File: config.mk
export PLATFORM = sky130hd
export DESIGN_NAME = ioctl_mem_arbiter
export DESIGN_NICKNAME = d
export VERILOG_FILES = /design/src/rtl/ioctl_mem_arbiter.sv
export SDC_FILE = /design/constraint.sdc
export NUM_CORES = 1
export LEC_CHECK = 0
export BUFFER_PORTS_ARGS = -buffer_cell sky130_fd_sc_hd__buf_2
export CORE_ASPECT_RATIO = 0.9
export CORE_UTILIZATION = 40
export CTS_BUF_LIST = sky130_fd_sc_hd__clkbuf_8
export CTS_CLUSTER_DIAMETER = 80
export DETAILED_ROUTE_END_ITERATION = 6
export PLACE_DENSITY_LB_ADDON = 0.1
export SLEW_MARGIN = 20
export SYNTH_ARGS = -nofsm -noshare
export SYNTH_HDL_FRONTEND = slang
export SYNTH_SLANG_ARGS = --single-unit
File: constraint.sdc
create_clock -name clk_sys -period 2.4 [get_ports clk_sys]
set_clock_uncertainty 0.15 [all_clocks]
set_input_delay 0.24 -clock clk_sys [delete_from_list [all_inputs] [get_ports clk_sys]]
set_output_delay 0.24 -clock clk_sys [all_outputs]
set_load 0.01 [all_outputs]
File: src/rtl/ioctl_mem_arbiter.sv
// ioctl_mem_arbiter: packs data_io download bytes into 16-bit words and round-robins them with a core requester onto one memory port.
// Optional IOCTL_ARB_STATS_EN adds dl_words/overrun status outputs.
module ioctl_mem_arbiter #(
  parameter int          CLKREF_DIV = 4,
  parameter logic [23:0] ADDR_BASE  = 24'h000000
) (
  input  logic        clk_sys,
  input  logic        reset_n,
  input  logic        ioctl_download,
  input  logic        ioctl_wr,
  input  logic [24:0] ioctl_addr,
  input  logic [7:0]  ioctl_dout,
  output logic        clkref_n,
  output logic        dl_done,
  input  logic        core_req,
  input  logic        core_we,
  input  logic [23:0] core_addr,
  input  logic [15:0] core_din,
  input  logic [1:0]  core_ds,
  output logic        core_ack,
  output logic [15:0] core_q,
  output logic        mem_req,
  output logic        mem_we,
  output logic [23:0] mem_addr,
  output logic [15:0] mem_din,
  output logic [1:0]  mem_ds,
  input  logic        mem_ack,
  input  logic [15:0] mem_q
`ifdef IOCTL_ARB_STATS_EN
  ,
  output logic [23:0] dl_words,
  output logic        overrun
`endif
);
  typedef enum logic [1:0] {IDLE, DL_WR, CORE} state_t;
  typedef struct packed {
    logic [23:0] wa;
    logic [15:0] d;
    logic [1:0]  ds;
  } ent_t;

  state_t      state, nxt;
  ent_t        q [2];
  ent_t        nq [2];
  ent_t        ea, eb, hold_e, odd_e;
  logic [1:0]  cnt, ncnt;
  logic        hold_v, hv_n;
  logic [23:0] hold_wa, hwa_n, wa;
  logic [7:0]  hold_b, hb_n, div_cnt, div_n;
  logic        dl_q, flush_pend, flush_go, done_pend, done_go, last_core, core_drop;
  logic        acc, pop, push_a, push_b;

  assign wa       = ioctl_addr[24:1] + ADDR_BASE;
  assign acc      = ioctl_wr && cnt == 2'd0;
  assign pop      = state == DL_WR && mem_ack;
  assign hold_e   = {hold_wa, 8'h00, hold_b, 2'b01};
  assign odd_e    = {wa, ioctl_dout, 8'h00, 2'b10};
  // the tail flush yields to an accepted byte and waits for queue room
  assign flush_go = flush_pend && !acc && (!hold_v || cnt != 2'd2 || pop);
  assign done_go  = done_pend && !ioctl_download && !flush_pend && !hold_v && cnt == 2'd0;
  assign div_n    = (div_cnt == 8'(CLKREF_DIV - 1)) ? 8'd0 : div_cnt + 8'd1;

  always_comb begin
    nxt = state == IDLE ? ((cnt != 2'd0 && (!core_req || last_core)) ? DL_WR : core_req ? CORE : IDLE)
                        : mem_ack ? IDLE : state;
  end

  always_comb begin
    push_a = 1'b0;
    push_b = 1'b0;
    ea     = hold_e;
    eb     = odd_e;
    hv_n   = hold_v;
    hwa_n  = hold_wa;
    hb_n   = hold_b;
    if (acc && !ioctl_addr[0]) begin
      push_a = hold_v;
      hv_n   = 1'b1;
      hwa_n  = wa;
      hb_n   = ioctl_dout;
    end else if (acc) begin
      hv_n   = 1'b0;
      push_a = 1'b1;
      push_b = hold_v && hold_wa != wa;
      ea     = (hold_v && hold_wa == wa) ? {wa, ioctl_dout, hold_b, 2'b11} : hold_v ? hold_e : odd_e;
    end else if (flush_go) begin
      push_a = hold_v;
      hv_n   = 1'b0;
    end
  end

  // pop shifts the head out first, so pushes always land at the new tail
  always_comb begin
    nq   = q;
    ncnt = cnt;
    if (pop) begin
      nq[0] = q[1];
      ncnt  = cnt - 2'd1;
    end
    if (push_a) begin
      nq[ncnt[0]] = ea;
      ncnt        = ncnt + 2'd1;
    end
    if (push_b) begin
      nq[ncnt[0]] = eb;
      ncnt        = ncnt + 2'd1;
    end
  end

  always_ff @(posedge clk_sys or negedge reset_n)
    if (!reset_n) state <= IDLE;
    else          state <= nxt;

  always_ff @(posedge clk_sys or negedge reset_n)
    if (!reset_n) begin
      q          <= '{default: '0};
      cnt        <= 2'd0;
      hold_v     <= 1'b0;
      hold_wa    <= '0;
      hold_b     <= '0;
      div_cnt    <= '0;
      clkref_n   <= 1'b1;
      dl_q       <= 1'b0;
      flush_pend <= 1'b0;
      done_pend  <= 1'b0;
      dl_done    <= 1'b0;
      last_core  <= 1'b0;
      core_drop  <= 1'b0;
      core_ack   <= 1'b0;
      core_q     <= '0;
      mem_req    <= 1'b0;
      mem_we     <= 1'b0;
      mem_addr   <= '0;
      mem_din    <= '0;
      mem_ds     <= '0;
    end else begin
      q          <= nq;
      cnt        <= ncnt;
      hold_v     <= hv_n;
      hold_wa    <= hwa_n;
      hold_b     <= hb_n;
      div_cnt    <= div_n;
      clkref_n   <= !(div_n == 8'd0 && ncnt == 2'd0 && ioctl_download);
      dl_q       <= ioctl_download;
      flush_pend <= (dl_q && !ioctl_download) || (flush_pend && !flush_go);
      done_pend  <= (dl_q && !ioctl_download) || (done_pend && !done_go && !(ioctl_download && !dl_q));
      dl_done    <= done_go;
      last_core  <= (state != IDLE && mem_ack) ? state == CORE : last_core;
      core_drop  <= state == CORE && (core_drop || !core_req);
      core_ack   <= state == CORE && mem_ack && core_req && !core_drop;
      core_q     <= (state == CORE && mem_ack) ? mem_q : core_q;
      mem_req    <= nxt != IDLE;
      if (state == IDLE && nxt == DL_WR)
        {mem_we, mem_addr, mem_din, mem_ds} <= {1'b1, q[0]};
      else if (state == IDLE && nxt == CORE)
        {mem_we, mem_addr, mem_din, mem_ds} <= {core_we, core_addr, core_din, core_ds};
    end

`ifdef IOCTL_ARB_STATS_EN
  logic dl_rise;
  assign dl_rise = ioctl_download && !dl_q;

  always_ff @(posedge clk_sys or negedge reset_n)
    if (!reset_n) begin
      dl_words <= '0;
      overrun  <= 1'b0;
    end else begin
      dl_words <= dl_rise ? 24'd0 : dl_words + 24'(pop);
      overrun  <= !dl_rise && (overrun || (ioctl_wr && cnt != 2'd0));
    end
`endif
endmodule

==> impl_metrics.csv <==
group,metric,value,unit
run_status,outcome,"complete, but fails checks",
run_status,violations,"negative setup slack",
cells_and_area,drive_above_1_share,30.6,%
setup_path,worst_r2r_path_depth,10,
synthesis,netlist_top_cells_count,"196 x dfrtp_1, 95 x nor2_1, 69 x nand2_1",
timing,rsz0062_at_grt,"yes",
die,fp.dieH,143,um
setup_path,r2r_end,"q[20]",
die,num_rows,51,
timing,period_share,102,%
clock_tree,clockBufferDepth,2,
route,avgViaCountPerCell,5.12,
hold_path,hp-class,"in -> reg",
setup_path,reg2reg_from,"hold_wa[3]",
die,ios,161,
place,placedCellCount,1294,
global_route,grt_antenna_before_repair,0,
die,die_x,159,um
route,drtAntennaViolNets,0,
setup_path,crit_arrival,2.68,ns
die,start_util,41.0,%
cells_and_area,final_core_util,57.0,%
pwr,vdd_drop_max,0.000604,V
global_route,grtUsageTotal,22.1,%
route,drc,0,
synthesis,synth_cell_types,56,
global_route,grt_pass1_wl,39.8,mm
route,drt_pass1_iterations,5,
cells_and_area,nets,1235,
synthesis,yosysMostFrequentCell,"dfrtp_1",
pwr,finalPower,14900,uW
timing,timing.final.max_slew_violations,0,
cells_and_area,fillers,1955,
global_route,first_global_vias,7491,
cells_and_area,fin_cells,1437,
timing,finalHoldViolCount,0,
synthesis,syn_inst,816,
timing,finalCriticalPeriod,2.45,ns
synthesis,async_flop_share,100,%
clock_tree,cts_buffers,17,
route,drtIter0Drc,490,
setup_path,cp-end-kind,"flop",
synthesis,synth-edff-count,0,
hold_path,holdPathEnd,"hold_wa[14]",
place,post-place-ws,-0.0733,ns
setup_path,startpoint_type,"flop",
global_route,grt_max_degree,61,
synthesis,postSynthAreaPerCell,10.9,sq um
die,die_area,0.0228,sq mm
clock_tree,clkTransAtPathRegs,0.11,ns
route,vias,7351,
synthesis,syn_area,0.00889,sq mm
cells_and_area,n_antenna_cell,0,
place,io_buffers,160,
place,dp_hpwl,15.7,mm
timing,slew_headroom,55.2,%
synthesis,synth_flop_cell,"dfrtp_1",
pwr,p_leak,0.00600,uW
synthesis,synth_seq_cells,197,
clock_tree,cts_root_buf,"clkbuf_8",
hold_path,min-delay-start,"ioctl_addr[15]",
job,maxCapViolations,0,
setup_path,crit_type,"reg -> reg",
setup_path,cp.required,2.63,ns
setup_path,path_max_fanout,5,
synthesis,synth.area.top_cells,"dfrtp_1 55%, nor2_1 4.0%, o22ai_1 3.7%",
hold_path,hold-path-cell-count,4,
global_route,globalRoute.totalOverflow,0,
synthesis,ys_seq_area_share,55.5,%
synthesis,synth-warning-count,0,
timing,fin_hold_ws,0.0337,ns
setup_path,rrSetupSlack,-0.05,ns
clock_tree,clock_latency,0.48,ns
pwr,p_per_area,1210,mW/mm^2
place,gp_congestion,0.754,
route,routed_wl,25.0,mm
synthesis,syn-num-nets,918,
route,detail_route.wl_per_cell,17.4,um
clock_tree,cts_tree,"done",
clock_tree,htreeDepth,4,
cells_and_area,area_delta_synth_final,39.2,%
timing,tightest_slew,0.672,ns
die,core_area,0.0217,sq mm
synthesis,synth_top_area_share,55.2,%
clock_tree,cts.sinks,197,
cells_and_area,regArea,0.00493,sq mm
cells_and_area,multi_input_area,0.00369,sq mm
timing,fmax,0.408,GHz
timing,setup_slack,-0.0501,ns
timing,setup_viol,26,
synthesis,synth_top_area_cell,"dfrtp_1",
==> cell usage in the layout, fill, tap and decap left out, types with 9 or more instances in the layout <==
cell type / instances
a21oi_1: 15
o21ai_0: 28
inv_1: 57
o221a_1: 21
buf_6: 10
nand2_1: 67
nor2_1: 94
and2_1: 13
a22o_1: 16
a222oi_1: 14
a211oi_1: 9
buf_2: 159
mux2_2: 26
o22ai_1: 53
dfrtp_1: 196
clkbuf_8: 18
dlygate4sd3_1: 96
a221o_1: 10
buf_4: 60
o211ai_1: 15
buf_12: 13
xor2_1: 22
mux2i_1: 28
==> critical path: stages, from the launching register on <==
cell and delay, ns:
dfrtp_1 0.43, xor2_1 0.20, nor4_4 0.36, nand4_4 0.13, buf_6 0.15, buf_12 0.13, nand2_2 0.04, o211ai_1 0.12
buf_4 0.19, buf_4 0.16, a221o_1 0.29
==> worst max-delay path by stage <==
stage                 from    end  slack, ns  depth (start not counted)
2_1_floorplan       cnt[0]  q[62]      0.009                         11
3_3_place_gp   hold_wa[12]  q[34]      -0.02                         10
3_5_place_dp   hold_wa[12]  q[29]      -0.07                         10
4_1_cts        hold_wa[11]  q[18]      -0.04                         10
5_1_grt        hold_wa[18]  q[24]      -0.19                         10
6_report        hold_wa[3]  q[20]      -0.05                         10
==> report_power, final <==
part	internal [uW]	switching, uW
clock	870	1310
sequential	4860	950
combinational	3420	3500
==> routing by layer <==
layer,GRT usage (%),routed length (um)
met1,30.3,12000
met2,36.8,11800
met3,3.26,868
met4,6.12,268
met5,0,0
==> layout make-up <==
| type | instances | share of cell area [%] |
|---|---|---|
| Clock inverter | 15 | 1.31 |
| Clock buffer | 17 | 1.89 |
| Multi-Input combinational cell | 512 | 29.8 |
| Sequential cell | 197 | 39.9 |
| Timing Repair Buffer | 347 | 22.4 |
| Tap cell | 291 | 2.94 |
| Inverter | 58 | 1.76 |
==> what timing repair did <==
| item | in CTS | in global routing |
|---|---|---|
| setup buffers | 4 | 4 |
| hold buffers | 96 | 0 |
| setup endpoints to repair | 63 | 77 |
| gates cloned | 3 | 8 |
| pin swaps | 11 | 38 |
| resized for setup | 20 | 18 |
| hold endpoints to repair | 218 | 0 |
==> kinds of logic after synthesis <==
| kind of cell | share of synthesized area [%] |
|---|---|
| buffers and inverters | 5.04 |
| AOI/OAI and AO/OA | 17.2 |
| muxes | 6.45 |
| DFF | 55.5 |
| xor gates and xnor gates | 3.44 |
| adders and majority gates | 0.563 |
| and+or+nand+nor | 11.8 |
==> registers in the layout, indices dropped and copies added (netlist names), 2 cells and up <==
| register | cells |
|---|---|
| state | 2 |
| hold_wa | 24 |
| mem_addr | 24 |
| mem_ds | 2 |
| hold_b | 8 |
| cnt | 2 |
| core_q | 16 |
| q | 84 |
| mem_din | 16 |
| div_cnt | 8 |
==> stage by stage <==
stage               setup TNS, ns  cell area, sq um
floorplan                       0              8900
global placement          -0.0889             10600
detailed placement          -1.25             10600
CTS                        -0.524             12100
global route                -8.30             12400
finish                     -0.585             12400
No activity file was read; power rests on OpenSTA's default activity.
